File: config.mk
export PLATFORM = sky130hd
export DESIGN_NAME = tile_blitter
export DESIGN_NICKNAME = d
export VERILOG_FILES = /design/src/rtl/tile_pkg.sv /design/src/rtl/tile_scan_counter.sv /design/src/rtl/tile_blitter.sv
export SDC_FILE = /design/constraint.sdc
export NUM_CORES = 1
export LEC_CHECK = 0
export BUFFER_PORTS_ARGS = -buffer_cell sky130_fd_sc_hd__buf_2
export CORE_MARGIN = 8
export CORE_UTILIZATION = 30
export DETAILED_ROUTE_END_ITERATION = 10
export SYNTH_ARGS = -nofsm -noshare
export SYNTH_HDL_FRONTEND = slang
export SYNTH_SLANG_ARGS = --single-unit
File: constraint.sdc
create_clock -name clk -period 4.4 [get_ports clk]
set_input_delay 0.22 -clock clk [delete_from_list [all_inputs] [get_ports clk]]
set_output_delay 0.22 -clock clk [all_outputs]
set_load 0.005 [all_outputs]
File: src/rtl/tile_pkg.sv
// Shared constants and types for the tile blitter and its neighbours.
package tile_pkg;

  localparam logic MODE_ERASE = 1'b0;
  localparam logic MODE_DRAW  = 1'b1;

  typedef enum logic [1:0] {
    StIdle,
    StScan,
    StDrain
  } tile_state_e;

  // Default geometry, shared with the game FSM and the VGA top.
  localparam int unsigned DEF_TILE_W   = 20;
  localparam int unsigned DEF_TILE_H   = 20;
  localparam int unsigned DEF_SCREEN_W = 160;
  localparam int unsigned DEF_SCREEN_H = 120;

  // clog2 that never returns zero, so single-entry ranges still get a 1-bit field.
  function automatic int unsigned clog2_min1(input int unsigned v);
    return (v > 1) ? $clog2(v) : 1;
  endfunction

endpackage

File: src/rtl/tile_scan_counter.sv
// Raster counter over a TILE_W x TILE_H area with clear, enable and last-pixel flag.
module tile_scan_counter
  import tile_pkg::*;
#(
  parameter int unsigned TILE_W = DEF_TILE_W,
  parameter int unsigned TILE_H = DEF_TILE_H,
  parameter int unsigned CX_W   = clog2_min1(TILE_W),
  parameter int unsigned CY_W   = clog2_min1(TILE_H)
) (
  input  logic            clk_i,
  input  logic            rst_ni,
  input  logic            clr_i,
  input  logic            en_i,
  output logic [CX_W-1:0] cx_o,
  output logic [CY_W-1:0] cy_o,
  output logic            last_o
);

  logic [CX_W-1:0] cx_q, cx_d;
  logic [CY_W-1:0] cy_q, cy_d;
  logic            x_end, y_end;

  // Next-state: clear wins, otherwise step in raster order and wrap after the last pixel.
  always_comb begin
    cx_d  = cx_q;
    cy_d  = cy_q;
    x_end = (cx_q == CX_W'(TILE_W - 1));
    y_end = (cy_q == CY_W'(TILE_H - 1));
    if (clr_i) begin
      cx_d = '0;
      cy_d = '0;
    end else if (en_i) begin
      if (x_end) begin
        cx_d = '0;
        cy_d = y_end ? '0 : cy_q + 1'b1;
      end else begin
        cx_d = cx_q + 1'b1;
      end
    end
  end

  // Counter state.
  always_ff @(posedge clk_i or negedge rst_ni) begin
    if (!rst_ni) begin
      cx_q <= '0;
      cy_q <= '0;
    end else begin
      cx_q <= cx_d;
      cy_q <= cy_d;
    end
  end

  assign cx_o   = cx_q;
  assign cy_o   = cy_q;
  assign last_o = x_end && y_end;

endmodule

File: src/rtl/tile_blitter.sv
// Scans one tile, fetches background/sprite pixels and streams them to the VGA adapter.
module tile_blitter
  import tile_pkg::*;
#(
  parameter int unsigned         TILE_W      = DEF_TILE_W,
  parameter int unsigned         TILE_H      = DEF_TILE_H,
  parameter int unsigned         SCREEN_W    = DEF_SCREEN_W,
  parameter int unsigned         SCREEN_H    = DEF_SCREEN_H,
  parameter int unsigned         GRID_W      = 4,
  parameter int unsigned         COLOR_W     = 9,
  parameter int unsigned         RD_LAT      = 1,
  parameter int unsigned         NUM_SPR     = 4,
  parameter logic [COLOR_W-1:0]  TRANSPARENT = {COLOR_W{1'b1}},
  parameter int unsigned         SEL_W       = clog2_min1(NUM_SPR),
  parameter int unsigned         BG_AW       = clog2_min1(SCREEN_W * SCREEN_H),
  parameter int unsigned         SPR_AW      = clog2_min1(NUM_SPR * TILE_W * TILE_H)
) (
  input  logic               clk,
  input  logic               resetn,
  input  logic               start,
  input  logic               mode,
  input  logic [GRID_W-1:0]  grid_x,
  input  logic [GRID_W-1:0]  grid_y,
  input  logic [SEL_W-1:0]   spr_sel,
  output logic [BG_AW-1:0]   bg_addr,
  input  logic [COLOR_W-1:0] bg_q,
  output logic [SPR_AW-1:0]  spr_addr,
  input  logic [COLOR_W-1:0] spr_q,
  output logic [7:0]         x,
  output logic [6:0]         y,
  output logic [COLOR_W-1:0] colour,
  output logic               plot,
  output logic               busy,
  output logic               done
);

  localparam int unsigned CX_W    = clog2_min1(TILE_W);
  localparam int unsigned CY_W    = clog2_min1(TILE_H);
  localparam int unsigned DRAIN_W = clog2_min1(RD_LAT + 1);
  localparam int unsigned LAST    = RD_LAT - 1;

  tile_state_e state_q, state_d;

  logic               mode_q;
  logic [GRID_W-1:0]  gx_q, gy_q;
  logic [SEL_W-1:0]   sel_q;
  logic [DRAIN_W-1:0] drain_q;
  logic               done_q;
  logic               accept, scan_en, drain_last, last_px;
  logic [CX_W-1:0]    cx;
  logic [CY_W-1:0]    cy;
  logic [31:0]        px_full, py_full, spr_full;
  logic               inb;

  // Coordinate pipeline; stage LAST lines up with the RAM data.
  logic               vld_p  [RD_LAT];
  logic               mode_p [RD_LAT];
  logic [7:0]         px_p   [RD_LAT];
  logic [6:0]         py_p   [RD_LAT];

  logic [7:0]         x_hold_q;
  logic [6:0]         y_hold_q;
  logic [COLOR_W-1:0] colour_hold_q, pix_colour;

  assign accept = (state_q == StIdle) && start;

  tile_scan_counter #(
    .TILE_W (TILE_W),
    .TILE_H (TILE_H)
  ) u_scan (
    .clk_i  (clk),
    .rst_ni (resetn),
    .clr_i  (accept),
    .en_i   (scan_en),
    .cx_o   (cx),
    .cy_o   (cy),
    .last_o (last_px)
  );

  // FSM state register.
  always_ff @(posedge clk or negedge resetn) begin
    if (!resetn) state_q <= StIdle;
    else         state_q <= state_d;
  end

  // FSM next-state.
  always_comb begin
    state_d = state_q;
    unique case (state_q)
      StIdle:  if (start)      state_d = StScan;
      StScan:  if (last_px)    state_d = StDrain;
      StDrain: if (drain_last) state_d = StIdle;
      default:                 state_d = StIdle;
    endcase
  end

  // FSM outputs.
  always_comb begin
    busy       = (state_q != StIdle);
    scan_en    = (state_q == StScan);
    drain_last = (state_q == StDrain) && (drain_q == DRAIN_W'(LAST));
  end

  // Request latch, drain timer and done pulse.
  always_ff @(posedge clk or negedge resetn) begin
    if (!resetn) begin
      mode_q  <= MODE_ERASE;
      gx_q    <= '0;
      gy_q    <= '0;
      sel_q   <= '0;
      drain_q <= '0;
      done_q  <= 1'b0;
    end else begin
      if (accept) begin
        mode_q <= mode;
        gx_q   <= grid_x;
        gy_q   <= grid_y;
        sel_q  <= spr_sel;
      end
      drain_q <= (state_q == StDrain) ? drain_q + 1'b1 : '0;
      done_q  <= drain_last;
    end
  end

  assign done = done_q;

  // Address generation; products are formed at 32 bits before truncation.
  always_comb begin
    px_full  = 32'(gx_q) * TILE_W + 32'(cx);
    py_full  = 32'(gy_q) * TILE_H + 32'(cy);
    spr_full = 32'(sel_q) * TILE_W * TILE_H + 32'(cy) * TILE_W + 32'(cx);
    inb      = (px_full < SCREEN_W) && (py_full < SCREEN_H);
    bg_addr  = (scan_en && inb) ? BG_AW'(py_full * SCREEN_W + px_full) : '0;
    spr_addr = scan_en ? SPR_AW'(spr_full) : '0;
  end

  // Delay coordinates, mode and the plot qualifier to meet the RAM data.
  always_ff @(posedge clk or negedge resetn) begin
    if (!resetn) begin
      for (int i = 0; i < RD_LAT; i++) begin
        vld_p[i]  <= 1'b0;
        mode_p[i] <= MODE_ERASE;
        px_p[i]   <= '0;
        py_p[i]   <= '0;
      end
    end else begin
      vld_p[0]  <= scan_en && inb;
      mode_p[0] <= mode_q;
      px_p[0]   <= px_full[7:0];
      py_p[0]   <= py_full[6:0];
      for (int i = 1; i < RD_LAT; i++) begin
        vld_p[i]  <= vld_p[i-1];
        mode_p[i] <= mode_p[i-1];
        px_p[i]   <= px_p[i-1];
        py_p[i]   <= py_p[i-1];
      end
    end
  end

  // Pixel output: live during a plot slot, otherwise the last plotted values.
  always_comb begin
    pix_colour = ((mode_p[LAST] == MODE_DRAW) && (spr_q != TRANSPARENT)) ? spr_q : bg_q;
    plot       = vld_p[LAST];
    x          = plot ? px_p[LAST] : x_hold_q;
    y          = plot ? py_p[LAST] : y_hold_q;
    colour     = plot ? pix_colour : colour_hold_q;
  end

  // Hold registers for the idle value of x/y/colour.
  always_ff @(posedge clk or negedge resetn) begin
    if (!resetn) begin
      x_hold_q      <= '0;
      y_hold_q      <= '0;
      colour_hold_q <= '0;
    end else if (plot) begin
      x_hold_q      <= px_p[LAST];
      y_hold_q      <= py_p[LAST];
      colour_hold_q <= pix_colour;
    end
  end

endmodule
==> impl_metrics.yaml <==
status:
  outcome: "finished clean"
timing:
  setup_tns_ns: 0
  max_freq_ghz: 0.2356
  worstMarginPinSlew_ns: 1.135
  post-route-period-util_pct: 96.47
  fin_crit_ns: 4.245
  relSlewSlack_pct: 24.36
  rsz0062_at_grt: "yes"
  setup_viol: 0
  drv_slew: 0
  finalHoldViolCount: 0
  finalClockSkew_ns: 0.004427
clock_tree:
  clockRootBuffer: "clkbuf_16"
  htreeDepth: 3
  clock-sinks: 65
  insertion_delay_ns: 0.33
  cts_tree: "built"
  clk_path_buf_depth: 2
  cts_buffers: 9
  path_clk_slew_ns: 0.06
placed_design:
  dp_hpwl_um: 8177
  io_buffer_count: 84
  gp_congestion: 0.7983
  dpl_cell_area_um2: 5089
  placed_cells: 705
detailed_routing:
  viasPerCell: 4.781
  drt_iter0_drc: 222
  drcViolationCount: 0
  wl_per_cell_um: 14.51
  dr.pass1.iters: 4
  dr_total_vias: 3471
  wl_um: 10530
  ant_nets: 0
worst_setup_path:
  cp-end-kind: "output port"
  startpoint_type: "register"
  critPathBufInv: 2
  worst-setup-path-type: "reg -> out"
  cp_cell_sequence: "ha_1, ha_2, fa_2, buf_4, xnor2_2, ha_1, ha_1, a211o_1, and3_4, nor4_4, nor4b_4, nand3_1, nor3b_2, buf_2"
  worstPathRequired_ns: 4.18
  slowest_stage: "fa_2"
  path_max_fanout: 4
  worst_ep_arrival_time_ns: 4.02
  max_stage_delay_ns: 0.55
  crit_path_frequent_cell: "ha_1"
  path_delay_family: "adder cells"
yosys:
  synth_top_area_share_pct: 37.01
  postSynthCellCount: 436
  syn_avg_cell_area_um2: 10.08
  synth_top_cell_by_area: "dfrtp_1"
  syn-num-nets: 532
  synth.area.top_cells: "dfrtp_1 (37%), ha_1 (16%), mux2_2 (5.9%), fa_1 (4.1%), nor2_1 (3.7%)"
  yosys.cell_types.count: 57
  synth-warning-count: 0
  async_reset_ff_share_pct: 100.0
  synth_area_um2: 4395
  synth_edf_count: 0
  ys_ff_latch: 65
  seq_area_frac_synth_pct: 37.01
  synth-main-ff-cell: "dfrtp_1"
floorplan:
  die_y_um: 137.0
  ios: 85
  initial_core_util_pct: 30.47
  dieWidth_um: 137.0
  num_rows: 44
  core_area_um2: 14420
  dieArea_um2: 18780
final_layout:
  num_antenna_cells: 0
  final_area_um2: 5712
  drive_above_1_share_pct: 33.95
  layout.cells.non_filler: 726
  fin_nets: 633
  syn2layout_area_growth_pct: 29.95
  final_core_util_pct: 39.60
grt:
  grt_max_degree: 52
  grt_pass1_wl_um: 17530
  grt.total_usage_pct: 11.46
  grt_pass1_vias: 3727
  grt.overflow.total: 0
  antenna_found_initial: 0
job:
  maxCapViolCount: 0
hold_path:
  worst_hold_path_type: "in -> reg"
==> worst register-to-register path, cell delays in order, from the launching register on <==
cell,delay [ns]
dfrtp_1,0.53
ha_1,0.28
inv_1,0.07
fa_1,0.42
nor2b_4,0.16
o21ai_2,0.13
nor4b_2,0.30
o211ai_1,0.12
or4b_1,0.90
inv_2,0.12
==> logic make-up after synthesis <==
family | synth area share (%)
simple gates | 15.14
compound gates | 11.10
flops | 37.01
fa+ha+maj | 19.76
buf+inv | 3.871
mux | 7.942
xor+xnor | 5.181
==> synth_stat cells, drive strengths merged (4+ instances only) <==
cell type  count
nor3b          4
fa             9
nand3          5
nor2b         11
a21oi         25
inv           32
nor4           4
mux2          23
clkbuf         8
nor3          13
a211oi         5
dfrtp         65
mux2i          9
o21ai         19
ha            55
and2           4
nor4b          4
nand2         21
nor2          46
xnor2         18
xor2           8
a21o           7
==> layout by cell type (no fill, tap or decap), types with 5 or more instances in the layout <==
cell / count
xnor2_1: 15
clkbuf_16: 9
buf_4: 16
inv_1: 31
a21o_1: 7
xor2_1: 5
mux2_2: 23
mux2i_1: 9
nand2_1: 20
nor2_1: 42
nor2b_1: 10
a21oi_1: 20
fa_1: 6
ha_1: 50
nor3_1: 12
nand3_1: 5
o21ai_0: 15
dfrtp_1: 65
buf_2: 84
==> what timing repair did <==
action                                  in CTS  in global routing
hold endpoints to repair                    14                  0
hold buffers                                 1                  0
gates resized for setup                     15                 25
gates cloned                                 0                  0
setup buffers                                1                  3
endpoints found under the setup margin       2                  4
pin swaps                                    6                 12
==> final cells by class <==
class	count	area, um^2
inverter	32	120.1
clock inverter	7	142.6
fill	1424	8712
multi-input combinational	328	2816
clock buffer	9	225.2
tap	184	230.2
timing repair buffer	101	550.5
sequential	65	1627
==> routing by layer <==
metal | vias up | global-route usage [%] | wire [um]
li1 | 1729 | - | -
met2 | 97 | 18.41 | 4629
met5 | - | 0 | 0
met1 | 1633 | 14.58 | 4978
met4 | 0 | 2.293 | 104
met3 | 12 | 4.001 | 820
==> per-stage QoR <==
step           hold slack (ns)  setup slack [ns]
3_5_place_dp            0.1350           0.03227
3_3_place_gp            0.1233            0.1916
6_report                0.1196            0.1554
2_1_floorplan         -0.07559            0.3840
5_1_grt                 0.1210          -0.03819
4_1_cts                 0.1048           0.01667
==> path summary, 6_finish.rpt <==
check / to / cells after the start / start / slack [ns]
setup / recovery: bg_addr[14] / 14 / gy_q[3] / 0.16
hold / removal: sel_q[0] / 3 / spr_sel[0] / 0.12
setup reg to reg: plot / 9 / u_scan.cx_o[2] / 1.31
hold reg to reg: mode_p / 0 / mode_q / 0.38
max in group asynchronous: gy_q[2] / 3 / resetn / 3.12
min in group asynchronous: py_p[0] / 2 / resetn / 0.32
==> state kept, by name (all words and copies together), names as in the netlist <==
register       count
px_p               8
x_hold_q           8
mode_q             1
done               1
gx_q               4
state_q            2
py_p               7
u_scan.cx_o        5
y_hold_q           7
colour_hold_q      9
sel_q              2
mode_p             1
u_scan.cy_o        5
gy_q               4
plot               1
Power is not shown: default switching activity piles up to over one toggle a cycle in this logic, so the estimate is an artifact.
